## config.mk

```make
export PLATFORM = sky130hd
export DESIGN_NAME = mx_dequant_unit
export DESIGN_NICKNAME = d
export VERILOG_FILES = /design/src/rtl/mx_pkg.sv /design/src/rtl/mx_elem_decode.sv /design/src/rtl/mx_dequant_unit.sv
export SDC_FILE = /design/constraint.sdc
export NUM_CORES = 1
export LEC_CHECK = 0
export CORE_AREA = 10 10 302 304
export CTS_BUF_LIST = sky130_fd_sc_hd__clkbuf_2
export DETAILED_ROUTE_END_ITERATION = 10
export DIE_AREA = 0 0 312 314
export PLACE_DENSITY_LB_ADDON = 0.3
export SYNTH_ARGS = -nofsm -noshare
export SYNTH_HDL_FRONTEND = slang
export SYNTH_SLANG_ARGS = --single-unit
```

## constraint.sdc

```tcl
create_clock -name clk_i -period 26.4 [get_ports clk_i]
set_input_delay 5.28 -clock clk_i [delete_from_list [all_inputs] [get_ports clk_i]]
set_output_delay 5.28 -clock clk_i [all_outputs]
set_load 0.01 [all_outputs]
```

## src/rtl/mx_pkg.sv

```systemverilog
// mx_pkg: shared MX format encodings, element format lookup and output field widths.
package mx_pkg;
    localparam int EXP_W  = 8;
    localparam int MANT_W = 23;
    localparam int WORD_W = 1 + EXP_W + MANT_W;

    localparam logic [1:0] PREC_INT8 = 2'b00;
    localparam logic [1:0] PREC_FP   = 2'b01;

    typedef enum logic [1:0] {FP_E2M3, FP_E3M2, FP_E4M3, FP_E5M2} fp_mode_e;
    typedef enum logic {IDLE, STREAM} mx_state_e;

    typedef struct packed {
        logic [2:0] e_len;
        logic [1:0] m_len;
        logic [3:0] bias;
    } fmt_t;

    // prec_mode[1] set selects E2M1 regardless of FP_mode
    function automatic fmt_t fmt_lookup(input logic e2m1, input fp_mode_e fm);
        return e2m1           ? {3'd2, 2'd1, 4'd1}  :
               fm == FP_E5M2 ? {3'd5, 2'd2, 4'd15} :
               fm == FP_E4M3 ? {3'd4, 2'd3, 4'd7}  :
               fm == FP_E3M2 ? {3'd3, 2'd2, 4'd3}  : {3'd2, 2'd3, 4'd1};
    endfunction
endpackage

```

## src/rtl/mx_elem_decode.sv

```systemverilog
// mx_elem_decode: combinational decode of one quantized byte into a {sign, exp, mant} word.
module mx_elem_decode
    import mx_pkg::*;
#(
    parameter int M_out_width = MANT_W
) (
    input  logic [7:0]                   q,
    input  logic [7:0]                   shared_exp,
    input  logic [1:0]                   prec_mode,
    input  logic [1:0]                   fp_mode,
    output logic [EXP_W+M_out_width:0]   word
);
    fmt_t              fmt;
    logic              is_int, sign, hidden;
    logic [6:0]        e_fld, m_body, m_fld, frac_sh;
    logic [7:0]        mag;
    logic [2:0]        lead;
    logic signed [9:0] offset, exp_s;

    // Everything is reduced to an integer magnitude times 2^offset, then normalized on its leading one.
    always_comb begin
        fmt     = fmt_lookup(prec_mode[1], fp_mode_e'(fp_mode));
        is_int  = prec_mode == PREC_INT8;
        sign    = q[7];
        e_fld   = q[6:0] >> (3'd7 - fmt.e_len);
        m_body  = q[6:0] << fmt.e_len;
        m_fld   = m_body >> (3'd7 - {1'b0, fmt.m_len});
        hidden  = |e_fld;
        mag     = is_int ? (q[7] ? 8'd0 - q : q) : ((8'(hidden) << fmt.m_len) | 8'(m_fld));
        offset  = is_int ? -10'sd6 : 10'(hidden ? e_fld : 7'd1) - 10'(fmt.bias) - 10'(fmt.m_len);
        lead    = 3'd0;
        for (int i = 0; i < 8; i++) if (mag[i]) lead = 3'(i);
        exp_s   = 10'(shared_exp) + 10'(lead) + offset;
        frac_sh = 7'(mag << (3'd7 - lead));
        word    = shared_exp == 8'hFF ? {sign, 8'hFF, M_out_width'(1) << (M_out_width - 1)} :
                  mag == 8'd0         ? {sign, (EXP_W + M_out_width)'(0)} :
                  exp_s <= 0          ? {sign, (EXP_W + M_out_width)'(0)} :
                  exp_s > 254         ? {sign, 8'hFE, {M_out_width{1'b1}}} :
                                        {sign, exp_s[7:0], M_out_width'(frac_sh) << (M_out_width - 7)};
    end
endmodule

```

## src/rtl/mx_dequant_unit.sv

```systemverilog
// mx_dequant_unit: buffers one MX block and streams it out one decoded row per handshake.
module mx_dequant_unit
    import mx_pkg::*;
#(
    parameter int LEN_BLK     = 8,
    parameter int WD_BLK      = 8,
    parameter int M_out_width = 23
) (
    input  logic                                       clk_i,
    input  logic                                       rstn,
    input  logic                                       in_valid,
    output logic                                       in_ready,
    input  logic [LEN_BLK-1:0][WD_BLK-1:0][7:0]        q_block,
    input  logic [7:0]                                 shared_exp,
    input  logic [1:0]                                 prec_mode,
    input  logic [1:0]                                 FP_mode,
    output logic                                       out_valid,
    input  logic                                       out_ready,
    output logic [WD_BLK-1:0][EXP_W+M_out_width:0]     out_row,
    output logic [$clog2(LEN_BLK)-1:0]                 out_row_idx,
    output logic                                       out_last
);
    localparam int IDX_W = $clog2(LEN_BLK);
    localparam logic [IDX_W-1:0] LAST_ROW = IDX_W'(LEN_BLK - 1);

    mx_state_e                          state_q, state_n;
    logic [IDX_W-1:0]                   row_q;
    logic [LEN_BLK-1:0][WD_BLK-1:0][7:0] blk_q;
    logic [7:0]                         se_q;
    logic [1:0]                         prec_q, fpm_q;
    logic                               accept;

    always_comb begin
        out_valid = state_q == STREAM;
        out_last  = out_valid && row_q == LAST_ROW;
        in_ready  = !out_valid || (out_ready && out_last);
        accept    = in_valid && in_ready;
        state_n   = accept ? STREAM : (out_valid && out_ready && out_last) ? IDLE : state_q;
    end

    always_ff @(posedge clk_i or negedge rstn) begin
        if (!rstn) begin
            state_q <= IDLE;
            row_q   <= '0;
            blk_q   <= '0;
            se_q    <= '0;
            prec_q  <= '0;
            fpm_q   <= '0;
        end else begin
            state_q <= state_n;
            if (accept) begin
                blk_q  <= q_block;
                se_q   <= shared_exp;
                prec_q <= prec_mode;
                fpm_q  <= FP_mode;
                row_q  <= '0;
            end else if (out_valid && out_ready) begin
                row_q  <= out_last ? '0 : row_q + 1'b1;
            end
        end
    end

    assign out_row_idx = row_q;

    for (genvar c = 0; c < WD_BLK; c++) begin : g_dec
        mx_elem_decode #(.M_out_width(M_out_width)) u_dec (
            .q          (blk_q[row_q][c]),
            .shared_exp (se_q),
            .prec_mode  (prec_q),
            .fp_mode    (fpm_q),
            .word       (out_row[c])
        );
    end
endmodule

```

Word level (Yosys, flattened, before mapping)
Index checks and enable logic that the tools add are counted.
Widths: inputs -> output; s select.
{"block": "totals", "ramBits": 0, "word_cells": 347, "latchBits": 0, "output_inout_bits": 262, "register_bits": 528, "memories": 0, "mem_bits_ro": 0, "input_bits": 528}
{"block": "op_classes", "n_bitwise": 8, "add_sub_neg": 51, "eq_ne": 5, "n_div": 0, "multipliers": 0, "n_shift": 40, "muxes": 131, "reduce_logical": 26, "magnitude_cmp": 17}
{"operator": "$mux 31", "n": 32}
{"operator": "$bmux 64 s3", "n": 1}
{"operator": "$mux 3", "n": 51}
{"operator": "$mux 8", "n": 16}
{"operator": "$shr 7x3->7", "n": 16}
{"operator": "$add 9x10->10", "n": 8}
{"operator": "$gt 10x9->1 const B", "n": 8}
{"operator": "$le 10x1->1 const B", "n": 8}
{"operator": "$mux 10", "n": 8}
{"operator": "$sub 10x2->10", "n": 8}
{"operator": "$sub 10x4->10", "n": 8}
{"operator": "$add 8x3->9", "n": 8}
{"operator": "$logic_not 8->1", "n": 8}
{"operator": "$mux 64", "n": 1}
{"operator": "$or 8x7->8", "n": 8}
{"operator": "$shl 1x2->8", "n": 8}
{"operator": "$shl 8x3->7", "n": 8}
{"operator": "$sub 1x8->8 const A", "n": 8}
{"operator": "$mux 7", "n": 9}
{"operator": "$reduce_or 7->1", "n": 8}
{"operator": "$shl 7x3->7", "n": 8}
{"operator": "$mux 9", "n": 3}
{"operator": "$sub 3x3->3 const A", "n": 9}
{"operator": "$mux 1", "n": 10}
{"operator": "other kinds (12)", "n": 18}

Logic depth before layout (Yosys ltp)
Gate-level depths: netlist (run 1).
{"block": "depth", "word_depth": 25, "mapped_depth": 33}

Cells and area by module
A second synthesis (run 1) with hierarchy kept.
{"block": "unflattened", "cells_unflattened": 3757, "area_unflattened_um2": 40515.1}
{"mod": "mx_dequant_unit", "area_each_um2": 23607.6, "seq_area_each_um2": 13212.7, "cells_per_inst": 1349, "n_inst": 1}
{"mod": "mx_elem_decode at g_dec[4].u_dec ...", "area_each_um2": 2202.1, "seq_area_each_um2": 0.0, "cells_per_inst": 313, "n_inst": 3}
{"mod": "mx_elem_decode at g_dec[1].u_dec ...", "area_each_um2": 2075.7, "seq_area_each_um2": 0.0, "cells_per_inst": 292, "n_inst": 2}
{"mod": "mx_elem_decode at g_dec[3].u_dec", "area_each_um2": 2089.5, "seq_area_each_um2": 0.0, "cells_per_inst": 300, "n_inst": 1}
{"mod": "mx_elem_decode at g_dec[7].u_dec", "area_each_um2": 2089.5, "seq_area_each_um2": 0.0, "cells_per_inst": 294, "n_inst": 1}
{"mod": "mx_elem_decode at g_dec[0].u_dec", "area_each_um2": 1970.6, "seq_area_each_um2": 0.0, "cells_per_inst": 291, "n_inst": 1}

Worst setup path before layout (run 1)
No wires, ideal clock.
{"block": "synth_path", "path_type": "reg2out", "start": "register row_q[0] (netlist: out_row_idx[0])", "end": "output port out_row[161] (netlist bit)", "stages_incl_launch_ff": 31, "setup_slack_ps": 13222, "arrival_time_ps": 7898, "path_cell_list": "dfrtp_1 inv_1 buf_2 buf_2 buf_2 buf_2 buf_2 mux4_2 ha_1 a31oi_1 mux2i_1 nor4_1 nor2_1 a31oi_1 inv_1 fa_1 inv_1 ha_1 fa_1 a21o_1 a21oi_1 o21bai_1 a21oi_1 o21bai_1 a21oi_1 xor2_1 o41ai_2 a21o_1 buf_2 nor3_1 buf_4"}
{"item": "start: declaration", "line": "mx_dequant_unit.sv:27", "text": "logic [IDX_W-1:0] row_q;"}
{"item": "start signal: assignment", "line": "mx_dequant_unit.sv:58", "text": "row_q <= out_last ? '0 : row_q + 1'b1;"}
{"item": "end: declaration", "line": "mx_dequant_unit.sv:19", "text": "output logic [WD_BLK-1:0][EXP_W+M_out_width:0] out_row,"}

==> impl_results.md, run 1 <==
* Outcome: finished with violations
* Failing checks: capacitance limit
* Routed vias at 33820
* H-tree levels at 4
* CP arrival at 11.47 ns
* Port Buf Inserts at 789
* Post-route ant nets at 0
* Crit Path Category: flop to output port
* Final WL at 148000 um
* Storage cell area at 0.0132 mm2
* Io pins at 790
* Initial antenna violation count at 63
* Floorplan Core Area at 0.0849 mm2
* Compound-Gate Fraction of Synth Area at 13.2%
* Rel. slew slack at 0.0556%
* Max Cap Viol at 1
* Gp weighted congestion at 0.922
* Cell type with the largest total area after synthesis: dfrtp_1
* Ys flop type: dfrtp_1
* Ranking of synthesized cells by area: dfrtp_1 33%, mux2_2 16%, mux4_2 7.8%, ha_1 5.3%, mux2i_1 4.4%
* Vias/cell at 5.99
* Drt wl/cell at 26.2 um
* CP max stage cell: dfrtp_4
* Final setup TNS at 0 ns
* Drt drc at 0
* Crit path required time at 21.12 ns
* Number of flops mapped to enable cells by yosys at 0
* Cells after Synth at 3714
* Layout Skew at 0.0647 ns
* Pre-antenna DRT Iters at 6
* Seq cells post-synth at 528
* Number of global-route vias before repair at 33345
* Crit end category: output port
* Synth-to-Final Area Change at 23.3%
* X dimension of the die at 312 um
* DP Wirelength at 117000 um
* Fin cells at 5648
* Setup Fix Bufs, Post-CTS at 0
* Flop2flop setup slack at 20.94 ns
* Crit share post-route at 63.5%
* # fillers at 7381
* Xor and xnor area share after synthesis at 1.76%
* Fin. Hold Viols at 0
* Number of hold buffers added after cts at 0
* Initial drt markers at 3184
* Nets at 5115
* Highest Clock Rate at 0.0597 GHz
* Final setup margin at 9.65 ns
* RSZ-0062 raised after global routing: false
* CTS sink count at 528
* Core Rows at 107
* Die Height at 314 um
* Largest net degree at the start of global routing at 185
* Worst-skew pair later-pin latency at 1.30 ns
* Worst-path maximum fanout at 49
* Clk root buf: clkbuf_2
* Place WS at 11.01 ns
* Final setup violation count at 0
* CTS Buf Count at 140
* Worst R2R Path Depth at 9
* Worst Hold Class: flop to flop
* Net count after synthesis at 4452
* Global-route usage over all layers at 29.1%
* Critical Path Max Stage Delay at 0.98 ns
* Mux cell area share after synthesis at 28.6%
* Layout cells sized above 1 at 24.0%
* Largest family of logic cells by synthesized area: multiplexers
* Yosys warns at 0
* CTS tree: built
* RR Endpoint: blk_q[211]
* Die area at 0.0980 mm2
* Worst setup SP type: flop
* Reg2reg start: out_row_idx[1]
* Post-synth ARST share at 100%
* Post-Synth Adder-Cell Area at 7.36%
* Least-Margin Pin Slew at 1.46 ns
* Setup crit end: out_row[39]
* Netlist cell types at 105
* Cells after DPL at 5379
* Gates resized, CTS repair at 0
* Pins Over Slew Limit at 0
* Multi-input gate area at 0.0241 mm2
* Bufs and invs on worst path at 6
* Starting Density at 46.9%
* Crit. Startpoint: out_row_idx[1]
* Worst path depth at 28
* First-pass GRT wire length at 217000 um
* Sequential area share after synthesis at 33.2%
* Syn Area/Cell at 10.7 um2
* Cell area after synthesis at 0.0398 mm2
* Min Tclk post-route at 16.75 ns
* Post-synth top area share at 33.2%
* Worst-path clk slew at 0.10 ns
* Top delay family on crit path: buffers and inverters
* Total gr overflow at 0
* Synth Area in Simple Gates at 9.63%
* Clock buffer depth at 3
-- stage by stage --
stage                     hold slack, ns  util [%]  area (um2)
final                              0.509      57.7       49000
after detailed placement           0.487      56.2       47700
after CTS                          0.510      57.7       48900
after global routing               0.518      57.7       49000
after global placement             0.482      56.2       47700
after floorplan                    0.474         -       39800
-- logic make-up (layout without fill, tap and decap cells) --
logic type | after synthesis | count (layout)
buffers and inverters | 468 | 1227
other | 0 | 31
AO/OA/AOI/OAI | 757 | 757
flip-flops | 528 | 528
adder cells (fa/ha/maj) | 210 | 210
AND/OR/NAND/NOR | 780 | 780
XOR/XNOR | 80 | 80
multiplexers | 891 | 891
-- worst min path at each step --
stage	from	to	slack [ns]	cells after the start
finish	blk_q[381]	blk_q[381]	0.51	1
global route	blk_q[200]	blk_q[200]	0.52	1
CTS	blk_q[370]	blk_q[370]	0.51	1
detailed placement	blk_q[370]	blk_q[370]	0.49	1
global placement	blk_q[377]	blk_q[377]	0.48	1
floorplan	blk_q[286]	blk_q[286]	0.47	1
-- routing by layer --
layer	routed length [um]	GRT usage, %	part of all wire [%]
met3	14400	9.94	9.8
met5	422	0	0.28
met2	68200	45.7	46
met1	60900	37.2	41
met4	4220	9.86	2.8
-- cells in the final DEF (no fill, tap or decap), drive strengths merged, types with 21 or more instances in the layout --
| cell type | netlist | routed |
|---|---|---|
| clkdlybuf4s50 | 0 | 788 |
| o21bai | 36 | 36 |
| and2 | 29 | 29 |
| a22oi | 26 | 26 |
| inv | 140 | 142 |
| buf | 215 | 58 |
| a211oi | 45 | 45 |
| a31oi | 33 | 33 |
| a21o | 37 | 37 |
| xnor2 | 55 | 55 |
| nor2 | 210 | 210 |
| fa | 40 | 40 |
| xor2 | 25 | 25 |
| nand2b | 34 | 34 |
| o31ai | 21 | 21 |
| a21oi | 139 | 139 |
| nand2 | 184 | 184 |
| clkbuf | 110 | 203 |
| nand3 | 71 | 71 |
| mux4 | 137 | 137 |
| diode | 0 | 31 |
| o21ai | 171 | 171 |
| nand4 | 28 | 28 |
| o211ai | 30 | 30 |
| ha | 170 | 170 |
| mux2 | 575 | 575 |
| nor2b | 47 | 47 |
| dfrtp | 528 | 528 |
| clkinv | 3 | 29 |
| mux2i | 179 | 179 |
| nor3 | 73 | 73 |
-- state kept, by name, summed over array words and instances (netlist names) --
name and cells:
fpm_q 2, out_row_idx 3, prec_q 2, se_q 8
out_valid 1, blk_q 512
-- synthesized netlist by cell type (40+ instances only) --
master / number
nand2_1: 184
ha_1: 170
mux2i_1: 175
fa_1: 40
mux4_2: 137
nor2b_1: 47
dfrtp_1: 528
a21oi_1: 137
xnor2_1: 55
a211oi_1: 43
nor2_1: 209
clkbuf_1: 110
nor3_1: 69
inv_1: 138
o21ai_0: 159
mux2_2: 573
nand3_1: 71
buf_4: 142
-- layout make-up --
type,instances,share of cell area (%)
multi-input combinational,2718,49.2
sequential,528,27.0
timing repair buffer,846,17.0
tap,1144,2.92
clock buffer,203,2.07
inverter,143,1.10
clock inverter,35,0.513
antenna,31,0.158
Power of run 1 is not shown: default switching activity piles up to over one toggle a cycle in this logic, so the estimate is an artifact.
==> inputs of run 2 (changes only) <==
==> constraint.sdc (replaced) <==
create_clock -name clk_i -period 15.8 [get_ports clk_i]
set_input_delay 3.16 -clock clk_i [delete_from_list [all_inputs] [get_ports clk_i]]
set_output_delay 3.16 -clock clk_i [all_outputs]
set_load 0.01 [all_outputs]
==> impl_results.md, run 2 (same netlist as run 1, synthesis figures left out) <==
* RSZ-0062 raised after global routing: false
* Gp weighted congestion at 0.936
* Initial antenna violation count at 69
* Commonest non-fill, non-tap cells in the layout: 788 x clkdlybuf4s50_1, 573 x mux2_2, 525 x dfrtp_1, 207 x nor2_1, 194 x clkbuf_2
* Layout Skew at 0.0751 ns
* Least-Margin Pin Slew at 1.18 ns
* Critical Path Max Stage Delay at 0.96 ns
* Final setup TNS at 0 ns
* Number of hold buffers added after cts at 0
* H-tree levels at 4
* Max Cap Viol at 0
* Crit Path Category: flop to output port
* Number of global-route vias before repair at 33591
* Pre-antenna DRT Iters at 7
* Worst-skew pair later-pin latency at 1.30 ns
* Final design area excluding fillers at 0.0490 mm2
* Worst-path maximum fanout at 30
* Io pins at 790
* DP Wirelength at 118000 um
* Floorplan Core Area at 0.0849 mm2
* Vias/cell at 5.99
* Crit path required time at 12.64 ns
* Final WL at 149000 um
* Drt drc at 0
* First-pass GRT wire length at 217000 um
* Min Tclk post-route at 14.21 ns
* Setup Fix Bufs, Post-CTS at 0
* Gates resized, CTS repair at 0
* Global-route usage over all layers at 29.2%
* Nets at 5103
* Biggest register: blk_q
* Routed vias at 33721
* Bufs and invs on worst path at 4
* Commonest non-fill, non-tap cell in the layout: clkdlybuf4s50_1
* Worst Hold Class: flop to flop
* Initial drt markers at 3032
* Largest net degree at the start of global routing at 195
* Most used cell, CP: a21oi_1
* Final core utilization at 57.7%
* Starting Density at 46.9%
* Fin. Hold Viols at 0
* Port Buf Inserts at 789
* Post-route ant nets at 0
* Crit share post-route at 90.0%
* X dimension of the die at 312 um
* CTS sink count at 528
* Placed cell area at 0.0476 mm2
* Synth-to-Final Area Change at 23.1%
* Multi-input gate area at 0.0241 mm2
* Core Rows at 107
* Drt wl/cell at 26.4 um
* CTS Buf Count at 139
* Clock buffer depth at 3
* Rel. slew slack at 18.9%
* Top delay family on crit path: simple AND/OR/NAND/NOR gates
* Final setup violation count at 0
* Worst-path clk slew at 0.12 ns
* Die Height at 314 um
* Total gr overflow at 0
* Die area at 0.0980 mm2
* Max reg flops at 512
* CP max stage cell: nor2b_1
* Worst setup SP type: flop
* Pins Over Slew Limit at 0
* Crit end category: output port
* Clk root buf: clkbuf_2
* Storage cell area at 0.0132 mm2
* Hold slack at 0.508 ns
* CTS tree: built
* Highest Clock Rate at 0.0704 GHz
* Outcome: completed
* CP arrival at 11.05 ns
* # fillers at 7367
* Layout cells sized above 1 at 23.7%
run 2: changes by cell type in the layout (fill, tap and decap cells not counted):
cell / change
clkbuf_2: -9
buf_4: -13
inv_6: +1
clkinv_1: -5
buf_12: +2
bufinv_16: +2
clkinv_4: -2
diode_2: +9
run 2: area by class of cell:
cell class	count	area share [%]
repair buffers	835	16.9
diodes	40	0.204
well taps	1144	2.92
inverters	143	1.10
multi-input cells	2718	49.3
clock buffers	194	1.98
flip-flops and latches	528	27.0
clock inverters	31	0.580
run 2: worst paths after layout:
kind	start	endpoint	cells after the start	slack, ns
max	out_row_idx[1]	out_row[160]	26	1.59
max reg2reg	out_row_idx[0]	blk_q[34]	9	10.99
max in group asynchronous	rstn	blk_q[1]	3	11.57
min	blk_q[405]	blk_q[405]	1	0.51
min reg2reg	blk_q[405]	blk_q[405]	1	0.51
min in group asynchronous	rstn	blk_q[295]	1	1.86
run 2: per-layer routing:
metal  wire length (um)  global-route usage (%)  share of wire [%]
met2              68700                    45.4                 46
met4               4560                    11.1                3.1
met5                354                       0               0.24
met1              60600                    37.0                 41
met3              14600                    10.5                9.8
run 2: per-stage QoR:
| stage | cells | setup WS (ns) |
|---|---|---|
| final | 5633 | 1.59 |
| after global routing | 5627 | 0.678 |
| after CTS | 5593 | 1.52 |
| after detailed placement | 5368 | 3.10 |
| after floorplan | 3714 | 4.74 |
| after global placement | 5368 | 3.11 |
Power of run 2 is left out for the same reason.
